## src/rtl/daric_host_sequencer.sv

```systemverilog
// Host-side sequencer for the Daric CGRA: buffers configuration entries, replays them as
// one-cycle init strobes on host_controller, then drives run for a programmed cycle count.
module daric_host_sequencer #(
   parameter int INST_W     = 28,
   parameter int PE_GRP     = 9,
   parameter int FIFO_DEPTH = 16,
   parameter int CNT_W      = 16
) (
   input  logic                       clk,
   input  logic                       rst,
   input  logic                       cfg_valid,
   output logic                       cfg_ready,
   input  logic [3:0]                 cfg_target,
   input  logic [INST_W-1:0]          cfg_inst,
   input  logic                       start,
   input  logic [CNT_W-1:0]           run_len,
   input  logic                       abort,
   output logic [PE_GRP+INST_W+1:0]   host_controller,
   output logic                       busy,
   output logic                       done,
   output logic                       err
);

   // state  | meaning
   // IDLE   | waiting for start; FIFO still accepts entries
   // LOAD   | popping one entry per cycle, strobe appears the following cycle
   // RUN    | run asserted, counter decrements to terminal count 1
   // DONE   | one-cycle done pulse
   typedef enum logic [1:0] {S_IDLE, S_LOAD, S_RUN, S_DONE} state_t;

   localparam int              PTR_W   = $clog2(FIFO_DEPTH);
   localparam int              HC_W    = PE_GRP + INST_W + 2;
   localparam logic [PTR_W:0]  DEPTH_C = (PTR_W+1)'(FIFO_DEPTH);
   localparam logic [3:0]      SPM_TGT = 4'(PE_GRP);

   logic [3+INST_W:0]   mem_q [FIFO_DEPTH];
   logic [PTR_W-1:0]    wr_ptr_q, wr_ptr_d, rd_ptr_q, rd_ptr_d;
   logic [PTR_W:0]      count_q, count_d;
   state_t              state_q, state_d;
   logic [CNT_W-1:0]    cnt_q, cnt_d;
   logic [HC_W-1:0]     hc_q, hc_d;
   logic                done_q, done_d, err_q, err_d;
   logic                push, pop, fifo_empty;
   logic [3:0]          head_tgt;
   logic [INST_W-1:0]   head_inst;
   logic [PE_GRP-1:0]   pe_onehot;

   assign fifo_empty            = (count_q == '0);
   assign cfg_ready             = (count_q != DEPTH_C);
   assign push                  = cfg_valid && cfg_ready;
   assign {head_tgt, head_inst} = mem_q[rd_ptr_q];
   assign pe_onehot             = {{(PE_GRP-1){1'b0}}, 1'b1} << head_tgt;

   always_comb begin
      state_d = state_q;
      cnt_d   = cnt_q;
      hc_d    = '0;
      done_d  = 1'b0;
      err_d   = err_q;
      pop     = 1'b0;
      if (abort) begin
         state_d = S_IDLE;
      end else begin
         case (state_q)
            S_IDLE: if (start) begin
               cnt_d = run_len;
               err_d = 1'b0;
               if (fifo_empty && run_len == '0) begin
                  state_d = S_DONE;
                  done_d  = 1'b1;
               end else begin
                  state_d = S_LOAD;
               end
            end
            S_LOAD: if (!fifo_empty) begin
               pop = 1'b1;
               // illegal targets are consumed without a strobe
               if (head_tgt < SPM_TGT)       hc_d = {2'b00, pe_onehot, head_inst};
               else if (head_tgt == SPM_TGT) hc_d = {2'b01, {PE_GRP{1'b0}}, head_inst};
               else                          err_d = 1'b1;
            end else if (cnt_q != '0) begin
               state_d          = S_RUN;
               hc_d[HC_W-1]     = 1'b1;
            end else begin
               state_d = S_DONE;
               done_d  = 1'b1;
            end
            S_RUN: begin
               cnt_d = cnt_q - CNT_W'(1);
               if (cnt_q == CNT_W'(1)) begin
                  state_d = S_DONE;
                  done_d  = 1'b1;
               end else begin
                  hc_d[HC_W-1] = 1'b1;
               end
            end
            S_DONE:  state_d = S_IDLE;
            default: state_d = S_IDLE;
         endcase
      end
   end

   always_comb begin
      wr_ptr_d = wr_ptr_q;
      rd_ptr_d = rd_ptr_q;
      count_d  = count_q;
      if (abort) begin
         wr_ptr_d = '0;
         rd_ptr_d = '0;
         count_d  = '0;
      end else begin
         if (push) wr_ptr_d = wr_ptr_q + PTR_W'(1);
         if (pop)  rd_ptr_d = rd_ptr_q + PTR_W'(1);
         if (push && !pop)      count_d = count_q + (PTR_W+1)'(1);
         else if (pop && !push) count_d = count_q - (PTR_W+1)'(1);
      end
   end

   always_ff @(posedge clk) begin
      if (push) mem_q[wr_ptr_q] <= {cfg_target, cfg_inst};
   end

   always_ff @(posedge clk or negedge rst) begin
      if (!rst) begin
         state_q  <= S_IDLE;
         cnt_q    <= '0;
         hc_q     <= '0;
         done_q   <= 1'b0;
         err_q    <= 1'b0;
         wr_ptr_q <= '0;
         rd_ptr_q <= '0;
         count_q  <= '0;
      end else begin
         state_q  <= state_d;
         cnt_q    <= cnt_d;
         hc_q     <= hc_d;
         done_q   <= done_d;
         err_q    <= err_d;
         wr_ptr_q <= wr_ptr_d;
         rd_ptr_q <= rd_ptr_d;
         count_q  <= count_d;
      end
   end

   assign host_controller = hc_q;
   assign busy            = (state_q != S_IDLE);
   assign done            = done_q;
   assign err             = err_q;

endmodule

```

## config.mk

```make
export PLATFORM = sky130hd
export DESIGN_NAME = daric_host_sequencer
export DESIGN_NICKNAME = d
export VERILOG_FILES = /design/src/rtl/daric_host_sequencer.sv
export SDC_FILE = /design/constraint.sdc
export NUM_CORES = 1
export LEC_CHECK = 0
export ABC_AREA = 1
export CAP_MARGIN = 15
export CORE_UTILIZATION = 30
export CTS_BUF_LIST = sky130_fd_sc_hd__clkbuf_2
export DETAILED_ROUTE_END_ITERATION = 10
export PLACE_DENSITY_LB_ADDON = 0.12
export SLEW_MARGIN = 40
export SYNTH_ARGS = -nofsm -noshare
export SYNTH_HDL_FRONTEND = slang
export SYNTH_SLANG_ARGS = --single-unit
```

## constraint.sdc

```tcl
create_clock -name clk -period 3.5 [get_ports clk]
set_input_delay 0.525 -clock clk [delete_from_list [all_inputs] [get_ports clk]]
set_output_delay 0.525 -clock clk [all_outputs]
set_load 0.03 [all_outputs]
```

Word-level counts from Yosys, hierarchy flattened
Memory sizes are Yosys's and may differ from the RTL's.
Cells that the tools add are included.
{"block": "totals", "ff_bits": 72, "mem_bits_rw": 512, "input_bits": 53, "out_inout_bits": 43, "mem_count": 1}
{"block": "op_classes", "addsub": 5, "order_cmp": 1, "eq_ne": 13, "shift": 1, "n_mux": 42, "n_bitwise": 1, "n_reduce_logical": 19}
{"name": "mem_q", "words": 16, "word_bits": 32, "read_ports": 1, "rd_ports_with_merged_regs": 0, "write_ports": 1, "line_no": "36", "source": "logic [3+INST_W:0] mem_q [FIFO_DEPTH];"}
{"op": "38-bit two-way mux", "n": 4}
{"op": "39-bit two-way mux", "n": 1}
{"op": "16-bit one-hot mux with 2 select lines", "n": 1}
{"op": "1-bit two-way mux", "n": 19}
{"op": "16-bit by 1-bit == test with 1-bit output, second input constant", "n": 1}
{"op": "16-bit logical NOT", "n": 1}
{"op": "16-bit two-way mux", "n": 1}
{"op": "4-bit two-way mux", "n": 4}
{"op": "16-bit nonzero test", "n": 1}
{"op": "16-bit by 1-bit subtractor with 16-bit output, second input constant", "n": 1}
{"op": "5-bit two-way mux", "n": 3}
{"op": "2-bit two-way mux", "n": 5}
{"op": "2-bit nonzero test", "n": 5}
{"op": "3-bit inequality test, second input constant", "n": 3}
{"op": "1-bit by 4-bit << shifter with 9-bit output, first input constant", "n": 1}
{"op": "4-bit by 1-bit adder with 4-bit output, second input constant", "n": 2}
{"op": "2-bit inequality test, second input constant", "n": 4}
{"op": "2-bit one-hot mux with 4 select lines", "n": 1}
{"op": "3-bit AND reduction", "n": 2}
{"op": "6-bit AND reduction", "n": 1}
{"op": "5-bit by 1-bit adder with 5-bit output, second input constant", "n": 1}
{"op": "5-bit logical NOT", "n": 1}
{"op": "5-bit inequality test, second input constant", "n": 1}
{"op": "5-bit by 1-bit subtractor with 5-bit output, second input constant", "n": 1}
{"op": "other kinds (11)", "n": 17}

Logic depth before layout (Yosys ltp)
{"block": "logic_depth", "depth_word": 8, "depth_mapped": 13, "mapped_depth_nobuf": 12}

Worst setup path before layout
OpenSTA, ideal clock, no wires.
{"block": "synth_path", "path_kind": "register -> register", "startpoint": "reg count_q[0]", "endpoint": "mem mem_q[11][0] (netlist name) (enable)", "setup_time_ns": 0.421, "arrival_time_ns": 2.591, "slack_ns": 0.488, "path_stages_with_launch": 7, "synth_period_minus_slack_ns": 3.012, "cell_sequence": "dfrtp_1 inv_1 nand4_1 nand2_1 inv_1 nand2_1 nor2_1"}
{"block": "synth_via", "elab_chain_len": 4}
{"element": "start: declaration", "line_no": "38", "source": "logic [PTR_W:0] count_q, count_d;"}
{"element": "start signal: assignment", "line_no": "141", "source": "count_q <= count_d;"}
{"element": "5-bit inequality test", "line_no": "49", "source": "assign cfg_ready = (count_q != DEPTH_C);"}
{"element": "net cfg_ready", "line_no": "12", "source": "output logic cfg_ready,"}
{"element": "1-bit logical AND", "line_no": "50", "source": "assign push = cfg_valid && cfg_ready;"}
{"element": "1-bit two-way mux", "line_no": "120", "source": "if (push) mem_q[wr_ptr_q] <= {cfg_target, cfg_inst};"}
{"element": "1-bit two-way mux (not written as such)", "line_no": "120"}
{"element": "end: declaration", "line_no": "36"}
The timed path passes the listed nets, and every way through them passes these cells.

Worst setup path after layout
{"block": "layout_path", "startpoint": "reg count_q[1]", "endpoint": "out cfg_ready"}
{"block": "layout_via", "elab_chain_len": 1}
{"element": "5-bit inequality test", "line_no": "49"}
{"element": "end: declaration", "line_no": "12"}
No other way between the ends.

==> results.md <==
* Drt wl/cell at 20.84 um
* Internal power at 11.33 mW
* Cells after Synth at 1985
* Met2 usage at 0.2829
* H-tree Lvls at 4
* Routability cong. at 0.7899
* Endpoints failing setup at 0
* Worst Hold Class: in -> reg
* Final Max Slew Viols at 0
* Initial Utilization at 0.3023
* Synth Register Bits at 584
* Mux contribution to synthesized area at 0
* Tmin final at 3.227 ns
* DR pass1 iterations at 5
* Unique cell type count in the Yosys netlist at 36
* Die Area at 80600 um2
* # IOs at 96
* Clock power frac at 0.286
* Sink Count at a little under 600
* Type of the worst setup path: reg -> out
* Largest net degree at the start of global routing at ~120
* Clk Latency, worst-skew pair at 1.36 ns
* RSZ-0062 raised after global routing: false
* Routed vias/inst at 4.814
* Top Usage Layer GRT: met2
* Area Growth Syn to Fin at 17.38%
* Switching Share at 0.3544
* CTS root buf: clkbuf_2
* Via count at between 15000 and 20000
* Power Dens Cells at 627.2 nW/um2
* HPWL Detailed at 35.20 mm
* Initial antenna violation count at 5
* Synth Area in XOR/XNOR at 0.004041
* Die H at roughly 280 um
* Post-Synth Adder-Cell Area at 0.008712
* Placed instance area at ~26000 um2
* Port bufs at 95
* Clk_skew at 0.1331 ns
* Hold Fails Final Rpt at 0
* Crit path DAT at 2.70 ns
* Status: finished, final reports clean
* GR Layer Usage met3 at 0.03963
* Crit start category: flop
* Clock-pin transition on the worst setup and hold timing paths at 0.10 ns
* Worst path required time at 2.97 ns
* Core footprint at approximately 79000 um2
* Slew @ Worst Pin at between 0.8 and 0.9 ns
* Slew headroom at 0.4347
* Bufs and invs on worst path at 1
* Sequential area share after synthesis at 0.7204
* First-pass GRT wire length at 104.9 mm
* Yosys warning count at 0
* Avg Cell Area, Syn at 12.01 um2
* Slowest-stage cell, CP: clkdlybuf4s50_1
* Largest family of logic cells by synthesized area: simple AND/OR/NAND/NOR gates
* Final period util at 0.9219
* Remaining DRCs at 0
* Gate power share at 0.250
* Synth Area in Compound Gates at 0.07541
* Static Leakage at 10.43 nW
* Met1 Track Usage GR at 0.2357
* Nets@finish at 2283
* Share of cells above drive strength 1 at 0.1475
* Antenna-violating nets left at 0
* Reg power frac at 0.464
* Postcts setup bufs at 0
* Crit end category: output port
* Total gr overflow at 0
* Final std cell area, no fill at 27990 um2
* Critical path's top delay family: buffers and inverters
* 1st-iter DRT viols at 1098
* Clk buf depth at 3
* Setup TNS at 0 ns
* NetSw at 6.220 mW
* Cell Area, Synth at approximately 24000 um2
* GRT Util Overall at 0.1761
* Fraction of the mapped netlist area in simple logic gates at 0.1522
* Vias in the first global route at about 16000
* CP peak stage delay at 0.63 ns
* Total wire length at 70.83 mm
* Max_cap viols at 0
* VDD IR-drop max at 0.3036 mV
* Die W at 283.9 um
* FMAX at between 300 and 400 MHz
* Cell Rows at 103
* CTS Buf Count at 161
* Fill count at 7868
* Crit path cell chain: nor2_1 > nand4_1 > clkdlybuf4s50_1
* Synthesized net count at 2054
* CTS tree: built
* Max FO, Critical Path at 4
## cell families (layout without fill, tap and decap cells)
family	after synthesis	in the layout
compound gates	318	318
simple gates	880	880
other cells	0	2
buf+inv	176	537
flops	584	584
xor+xnor	11	11
fa+ha+maj	16	16
## stage by stage
stage	worst slack [ns]	instances	utilization	total power, mW	hold slack, ns
floorplan	0.4879	1985	-	11.36	0.2294
global placement	0.6186	3064	0.3301	12.58	0.5068
detailed placement	0.6372	3067	0.3309	12.68	0.5012
CTS	0.06230	3396	0.3548	17.82	0.001072
global route	0.07335	3398	0.3548	18.70	0.07416
finish	0.2733	3398	0.3548	17.55	0.1925
## routing by layer
| metal | up-vias | part of all wire |
|---|---|---|
| met4 | 4 | 0.017 |
| met5 | - | 0.00034 |
| li1 | 7618 | - |
| met2 | 476 | 0.47 |
| met3 | 114 | 0.055 |
| met1 | 8147 | 0.46 |
## final timing paths
| check | startpoint | endpoint | slack [ns] | cells past startpoint |
|---|---|---|---|---|
| max | count_q[1] | cfg_ready | 0.27 | 3 |
| min | cfg_inst[8] | mem_q[8][8] | 0.19 | 1 |
| max reg2reg | rd_ptr_q[1] | host_controller[18] | 0.56 | 8 |
| min reg2reg | cnt_q[9] | cnt_q[9] | 0.53 | 2 |
| max in group asynchronous | rst | host_controller[25] | 2.55 | 4 |
| min in group asynchronous | rst | err | 0.34 | 4 |
## registers in the layout, summed over array words and instances, names as in the netlist
| register | flops |
|---|---|
| cnt_q | 16 |
| count_q | 5 |
| done | 1 |
| err | 1 |
| host_controller | 39 |
| mem_q | 512 |
| rd_ptr_q | 4 |
| state_q | 2 |
| wr_ptr_q | 4 |
## worst reg2reg max path: stages, from the launching register on
cell	delay (ns)
dfrtp_4	0.61
buf_4	0.57
buf_4	0.73
a21oi_1	0.11
a22oi_1	0.19
nand2_1	0.09
nand3_1	0.10
nand3_1	0.09
nor2_1	0.28
## placed cells by master, fill, tap and decap left out, drive strengths merged, types with 33 or more instances in the layout
| cell type | n |
|---|---|
| inv | 61 |
| clkinv | 47 |
| clkdlybuf4s50 | 93 |
| dfrtp | 72 |
| a21oi | 153 |
| o21ai | 84 |
| nand3 | 224 |
| nand2 | 446 |
| edfxtp | 512 |
| clkbuf | 239 |
| nor2 | 195 |
| a22oi | 63 |
| buf | 55 |
| dlygate4sd3 | 33 |
## layout make-up
cell class	instances	area, um2	share of cell area
timing repair buffer	182	1863	0.06657
antenna	2	5.005	0.0001788
sequential	584	17190	0.6141
multi-input combinational	1225	5852	0.2091
inverter	60	235.2	0.008405
tap	1050	1314	0.04694
clock inverter	56	334.1	0.01194
clock buffer	239	1196	0.04274
## power by group through the flow
stage | Combinational [mW] | Clock (mW) | Sequential, mW
floorplan | 3.07 | 0 | 8.29
global placement | 4.29 | 0 | 8.29
detailed placement | 4.38 | 0 | 8.30
CTS | 4.42 | 5.25 | 8.15
global route | 4.92 | 5.60 | 8.19
finish | 4.38 | 5.03 | 8.15
## synthesized netlist by cell type (all sizes together)
master,count,share of area
clkbuf,33,0.0052
a22oi,63,0.020
ha,15,0.0079
dfrtp,72,0.076
o21a,2,0.00063
o21ai,84,0.018
o22ai,8,0.0021
o211ai,4,0.0013
a21oi,153,0.033
clkinv,1,0.00016
xor2,8,0.0029
a22o,1,0.00037
nand3,224,0.047
nor3,6,0.0013
o32ai,1,0.00037
nor2,195,0.031
a211oi,2,0.00063
edfxtp,512,0.64
inv,59,0.0095
buf,83,0.024
nand2,446,0.070
nand4,8,0.0021
fa,1,0.00084
xnor2,3,0.0011
nand3b,1,0.00031
## timing repair
item | in CTS | in global routing
resized for setup | 1 | 0
hold buffers | 34 | 0
setup endpoints to repair | 1 | 0
endpoints found under the hold margin | 204 | 0
Power figures use the tool's default switching activity.
